## src/rtl/mul_skew_align_acc_if.sv

```systemverilog
// Bus between the skewed multiplier side and the realign/accumulate block.
// The master drives issue/clear and the skewed product bits; the slave returns the aligned results.
interface mul_skew_align_acc_if #(
    parameter int unsigned PW    = 11,
    parameter int unsigned ACC_W = 16,
    parameter int unsigned CNT_W = 8
) ();
    logic             in_valid;
    logic             acc_clr;
    logic [PW-1:0]    p_in;
    logic [PW-1:0]    prod_out;
    logic             prod_valid;
    logic [ACC_W-1:0] acc_out;
    logic [CNT_W-1:0] acc_cnt;
    logic             ovf;

    modport master (
        output in_valid, acc_clr, p_in,
        input  prod_out, prod_valid, acc_out, acc_cnt, ovf
    );

    modport slave (
        input  in_valid, acc_clr, p_in,
        output prod_out, prod_valid, acc_out, acc_cnt, ovf
    );
endinterface

```

## src/rtl/mul_skew_align_acc.sv

```systemverilog
// Realigns the bit-skewed product of the 6x6 signed array multiplier and feeds a
// saturating signed accumulator with a saturating product counter.
module mul_skew_align_acc #(
    parameter int unsigned PW    = 11,
    parameter int unsigned SKEW  = 6,
    parameter int unsigned ACC_W = 16,
    parameter int unsigned CNT_W = 8
) (
    input  logic                clk,
    input  logic                rst_n,
    mul_skew_align_acc_if.slave bus
);
    localparam int unsigned EXT_W = ACC_W + 1;
    localparam logic signed [EXT_W-1:0] ACC_MAX = {2'b00, {(ACC_W-1){1'b1}}};
    localparam logic signed [EXT_W-1:0] ACC_MIN = {2'b11, {(ACC_W-1){1'b0}}};
    localparam logic [CNT_W-1:0]        CNT_MAX = '1;

    // Triangular deskew: bit k enters at row k and rides rows k..SKEW-1, i.e. SKEW-k stages.
    logic [SKEW-1:0][SKEW-1:0] row_q, row_d;
    logic [SKEW:0]             tag_q, tag_d;
    logic [PW-1:0]             prod_q, prod_d;
    logic                      prod_valid_q;
    logic [ACC_W-1:0]          acc_q, acc_d;
    logic [CNT_W-1:0]          cnt_q, cnt_d;
    logic                      ovf_q, ovf_d;

    logic                      ready_c;
    logic [PW-1:0]             aligned_c;
    logic signed [EXT_W-1:0]   prod_sext_c, base_c, sum_c;

    for (genvar j = 0; j < SKEW; j++) begin : g_row
        if (j == 0) begin : g_first
            assign row_d[j] = SKEW'(bus.p_in[0]);
        end else begin : g_next
            assign row_d[j] = (row_q[j-1] & ~(SKEW'(1) << j)) | (SKEW'(bus.p_in[j]) << j);
        end
    end

    assign tag_d     = {tag_q[SKEW-1:0], bus.in_valid};
    assign ready_c   = tag_q[SKEW];
    assign aligned_c = {bus.p_in[PW-1:SKEW], row_q[SKEW-1]};

    // Clear wins first, then a coincident product loads on top of the cleared sum.
    always_comb begin
        prod_d      = prod_q;
        acc_d       = acc_q;
        cnt_d       = cnt_q;
        ovf_d       = ovf_q;
        prod_sext_c = EXT_W'($signed(aligned_c));
        base_c      = bus.acc_clr ? '0 : $signed({acc_q[ACC_W-1], acc_q});
        sum_c       = base_c + prod_sext_c;

        if (bus.acc_clr) begin
            acc_d = '0;
            cnt_d = '0;
            ovf_d = 1'b0;
        end

        if (ready_c) begin
            prod_d = aligned_c;
            if (sum_c > ACC_MAX) begin
                acc_d = ACC_MAX[ACC_W-1:0];
                ovf_d = 1'b1;
            end else if (sum_c < ACC_MIN) begin
                acc_d = ACC_MIN[ACC_W-1:0];
                ovf_d = 1'b1;
            end else begin
                acc_d = sum_c[ACC_W-1:0];
            end
            if (bus.acc_clr) begin
                cnt_d = CNT_W'(1);
            end else if (cnt_q != CNT_MAX) begin
                cnt_d = cnt_q + CNT_W'(1);
            end
        end
    end

    always_ff @(posedge clk) begin
        if (rst_n) begin
            row_q        <= '0;
            tag_q        <= '0;
            prod_q       <= '0;
            prod_valid_q <= 1'b0;
            acc_q        <= '0;
            cnt_q        <= '0;
            ovf_q        <= 1'b0;
        end else begin
            row_q        <= row_d;
            tag_q        <= tag_d;
            prod_q       <= prod_d;
            prod_valid_q <= ready_c;
            acc_q        <= acc_d;
            cnt_q        <= cnt_d;
            ovf_q        <= ovf_d;
        end
    end

    assign bus.prod_out   = prod_q;
    assign bus.prod_valid = prod_valid_q;
    assign bus.acc_out    = acc_q;
    assign bus.acc_cnt    = cnt_q;
    assign bus.ovf        = ovf_q;
endmodule

```

## src/flat_wrapper.sv

```systemverilog
// flat-port wrapper written by rule: the top's interface ports become plain ports
module mul_skew_align_acc_flat 
#(
    parameter int unsigned PW    = 11,
    parameter int unsigned SKEW  = 6,
    parameter int unsigned ACC_W = 16,
    parameter int unsigned CNT_W = 8
)
  (clk, rst_n, bus_in_valid, bus_acc_clr, bus_p_in, bus_prod_out, bus_prod_valid, bus_acc_out, bus_acc_cnt, bus_ovf);
  mul_skew_align_acc_if #(.PW(PW), .ACC_W(ACC_W), .CNT_W(CNT_W)) bus_i ();
  input  logic clk;
  input  logic rst_n;
  input wire logic [$bits(bus_i.in_valid)-1:0] bus_in_valid;
  input wire logic [$bits(bus_i.acc_clr)-1:0] bus_acc_clr;
  input wire logic [$bits(bus_i.p_in)-1:0] bus_p_in;
  output wire logic [$bits(bus_i.prod_out)-1:0] bus_prod_out;
  output wire logic [$bits(bus_i.prod_valid)-1:0] bus_prod_valid;
  output wire logic [$bits(bus_i.acc_out)-1:0] bus_acc_out;
  output wire logic [$bits(bus_i.acc_cnt)-1:0] bus_acc_cnt;
  output wire logic [$bits(bus_i.ovf)-1:0] bus_ovf;
  assign bus_i.in_valid = bus_in_valid;
  assign bus_i.acc_clr = bus_acc_clr;
  assign bus_i.p_in = bus_p_in;
  assign bus_prod_out = bus_i.prod_out;
  assign bus_prod_valid = bus_i.prod_valid;
  assign bus_acc_out = bus_i.acc_out;
  assign bus_acc_cnt = bus_i.acc_cnt;
  assign bus_ovf = bus_i.ovf;
  mul_skew_align_acc #(.PW(PW), .SKEW(SKEW), .ACC_W(ACC_W), .CNT_W(CNT_W)) u_core (.clk(clk), .rst_n(rst_n), .bus(bus_i));
endmodule
```

## config.mk

```make
export PLATFORM = sky130hd
export DESIGN_NAME = mul_skew_align_acc_flat
export DESIGN_NICKNAME = d
export VERILOG_FILES = /design/src/rtl/mul_skew_align_acc_if.sv /design/src/rtl/mul_skew_align_acc.sv /design/src/flat_wrapper.sv
export SDC_FILE = /design/constraint.sdc
export NUM_CORES = 1
export LEC_CHECK = 0
export BUFFER_PORTS_ARGS = -buffer_cell sky130_fd_sc_hd__buf_4
export CORE_UTILIZATION = 56
export CTS_CLUSTER_DIAMETER = 200
export DETAILED_ROUTE_END_ITERATION = 7
export GPL_TIMING_DRIVEN = 0
export PLACE_DENSITY_LB_ADDON = 0.1
export SKIP_LAST_GASP = 1
export SLEW_MARGIN = 10
export SYNTH_ARGS = -nofsm -noshare
export SYNTH_HDL_FRONTEND = slang
export SYNTH_SLANG_ARGS = --single-unit
export TNS_END_PERCENT = 100
```

## constraint.sdc

```tcl
create_clock -name clk -period 4.27 [get_ports clk]
set_clock_uncertainty 0.2 [all_clocks]
set_input_delay 0.854 -clock clk [delete_from_list [all_inputs] [get_ports clk]]
set_output_delay 0.854 -clock clk [all_outputs]
set_load 0.005 [all_outputs]
```

==> impl_metrics.json <==
{
  "cts_htree_levels": 3,
  "syn_area_per_cell_sq_um": 9.33,
  "path_class": "in2reg",
  "combPwrFrac": 0.073,
  "grt_max_degree": 14,
  "yosysWarnings": 0,
  "syn_area_sq_mm": 0.00327,
  "reg2reg_from": "u_core.bus.acc_out[0]",
  "dpl_worst_slack_ns": -0.0563,
  "fmax_mhz": 252,
  "track_usage": 0.252,
  "r2r_cells": 13,
  "cts.clk_slew.worst_paths_ns": 0.07,
  "start_util": 0.586,
  "setup_ws_ns": 0.304,
  "grt-ovfl-total": 0,
  "cp-endpoint": "u_core.bus.acc_out[6]",
  "rows": 27,
  "post_cts_buffers": 0,
  "p_int_mw": 1.01,
  "synth_top_cells_by_area": "dfxtp_1 (40%), nor2b_1 (8.6%), ha_1 (6.5%), mux2i_1 (4.6%), nor2_1 (4.5%)",
  "drive_gt1_frac": 0.224,
  "startpoint": "bus_acc_clr",
  "firstDrtPassIters": 4,
  "die_w_microns": 78.4,
  "rsz0062_at_grt": "false",
  "cts_sinks": 65,
  "vias": 2696,
  "die_area_sq_mm": 0.00614,
  "ys_async_sr_fraction": 0,
  "p_switching_mw": 0.315,
  "relSlewSlack": 0.464,
  "multi_input_area_sq_mm": 0.00185,
  "diodes": 0,
  "drt_iter0_drc": 119,
  "wl_per_cell_microns": 15.0,
  "drt_wl_total_microns": 7340,
  "power_mw": 1.32,
  "synth_top_area_cell": "dfxtp_1",
  "synth_top_area_share": 0.398,
  "fp.dieH_microns": 78.4,
  "syn_nets": 383,
  "hold_depth": 1,
  "wl_met1_microns": 3370,
  "tns_ns": 0,
  "critPathArrivalTime_ns": 4.02,
  "grt_pass1_wl_microns": 11700,
  "fin_crit_ns": 3.97,
  "hold_violations": 0,
  "place_hpwl_microns": 5290,
  "leakage_nw": 1.61,
  "path_max_fanout": 10,
  "wl_met2_microns": 3450,
  "reg2reg_setup_slack_ns": 0.81,
  "ir_worst_vdd_v": 0.000334,
  "r2r-end": "u_core.bus.acc_out[6]",
  "hold_buffers": 0,
  "outcome": "finished, final reports clean",
  "cap_violations": 0,
  "root_buffer": "clkbuf_8",
  "antenna_found_initial": 0,
  "place_congestion": 0.856,
  "worstSetupEndpointType": "flip-flop",
  "yosysSeqAreaShare": 0.398,
  "cp.required_ns": 4.33,
  "worstMarginPinSlew_ns": 0.804,
  "ys_types": 44,
  "portBuffers": 50,
  "layout.nets": 444,
  "ioPinCount": 52,
  "postRouteAntennaNets": 0,
  "slew_violations": 0,
  "core_area_sq_mm": 0.00557,
  "p_clk_frac": 0.460,
  "yosysMostFrequentCell": "dfxtp_1",
  "cp-start-kind": "input pin",
  "power.density_mw_per_mm2": 333,
  "synth-seq-cells": 65,
  "viasPerCell": 5.52,
  "finalCritPeriodShare": 0.929,
  "sw_frac_of_total": 0.238,
  "drcViolationCount": 0,
  "grt_pass1_vias": 2486,
  "p_seq_frac": 0.466,
  "synth_cells": 350,
  "dr.max_layer_used": "met4",
  "area_growth_pct": 21.6,
  "wl_met3_microns": 275,
  "synth_edf_count": 0,
  "finalSetupViolations": 0,
  "cts.path.max_buffers": 2,
  "fill_cells": 456,
  "hold_class": "reg2reg",
  "netlist_top_cells_count": "dfxtp_1 (65), nor2b_1 (45), nor2_1 (39)",
  "holdWs_ns": 0.242,
  "ys.flop_type": "dfxtp_1",
  "regArea_sq_mm": 0.00130,
  "cts_tree": "yes",
  "clk_latency_ns": 0.35,
  "cts_buffers": 9
}
cell usage in the layout (no fill, tap or decap), drive strengths merged, types with 3 or more instances in the layout:
cell,Yosys,routed
mux2i,15,15
nand3,7,7
nor2,39,39
o21a,3,3
xor2,8,8
or3,3,3
maj3,15,15
a211oi,17,17
buf,9,59
o21ai,15,15
ha,17,17
nand2b,5,5
nor2b,45,45
dfxtp,65,65
clkbuf,12,22
inv,7,11
nand4,4,4
a21oi,17,17
nand2,15,15
xnor2,8,8
logic make-up after synthesis:
| group | count (synthesis) | share of synthesized area |
|---|---|---|
| muxes | 15 | 0.0460 |
| buffers and inverters | 28 | 0.0379 |
| and+or+nand+nor | 125 | 0.198 |
| DFF | 65 | 0.398 |
| xor gates and xnor gates | 16 | 0.0429 |
| adders and majority gates | 33 | 0.121 |
| AOI/OAI and AO/OA | 68 | 0.156 |
cell type report:
| class | count | share of cell area |
|---|---|---|
| clock buffers | 10 | 0.0347 |
| multi-input cells | 257 | 0.465 |
| inverters | 7 | 0.00662 |
| clock inverters | 6 | 0.0239 |
| flip-flops and latches | 65 | 0.328 |
| repair buffers | 50 | 0.0945 |
| well taps | 72 | 0.0227 |
| plain buffers | 21 | 0.0246 |
per-stage QoR:
stage	cells	util	area, sq um
final	488	0.712	3970
after CTS	488	0.711	3960
after floorplan	350	-	3270
after detailed placement	472	0.669	3730
after global routing	488	0.712	3970
after global placement	472	0.669	3730
worst max-delay path, cell delays in order:
cell and delay (ns):
clkbuf_1 0.26, nor2b_1 0.24, ha_1 0.23, inv_1 0.07, fa_1 0.41, nor2b_1 0.19, o31ai_2 0.13, a2111oi_4 0.32
a211oi_2 0.12, a221o_1 0.36, buf_6 0.16, buf_6 0.15, maj3_2 0.30, a211oi_2 0.22
registers in the layout (all words and copies together), names as in the netlist:
register / count
u_core.bus.acc_out: 16
u_core.tag_q: 7
u_core.bus.ovf: 1
u_core.bus.prod_valid: 1
u_core.bus.acc_cnt: 8
u_core.row_q: 15
u_core.aligned_c: 6
u_core.bus.prod_out: 11
how the worst min path moves through the flow:
stage                                endpoint  slack (ns)             start
after floorplan           u_core.aligned_c[0]        0.21  u_core.row_q[24]
after global placement        u_core.tag_q[2]        0.22   u_core.tag_q[1]
after detailed placement     u_core.row_q[27]        0.23  u_core.row_q[21]
after CTS                    u_core.row_q[27]        0.24  u_core.row_q[21]
after global routing          u_core.tag_q[2]        0.26   u_core.tag_q[1]
final                        u_core.row_q[27]        0.24  u_core.row_q[21]
power groups by stage:
stage | combinational (mW) | clock (mW) | sequential, mW
floorplan | 0.0663 | 0 | 0.630
global placement | 0.0928 | 0 | 0.631
detailed placement | 0.0954 | 0 | 0.632
CTS | 0.0961 | 0.617 | 0.618
global route | 0.106 | 0.642 | 0.618
finish | 0.0972 | 0.610 | 0.618
metal layers:
metal | GRT usage | vias up
met4 | 0.131 | 0
met3 | 0.0616 | 27
met1 | 0.314 | 1242
met5 | 0 | -
li1 | - | 1337
met2 | 0.404 | 90
repair_timing:
action,4_1_cts,5_1_grt
resized for setup,0,1
endpoints found under the hold margin,0,0
setup endpoints to repair,0,1
Note: power is estimated with default switching activity, not from simulation.
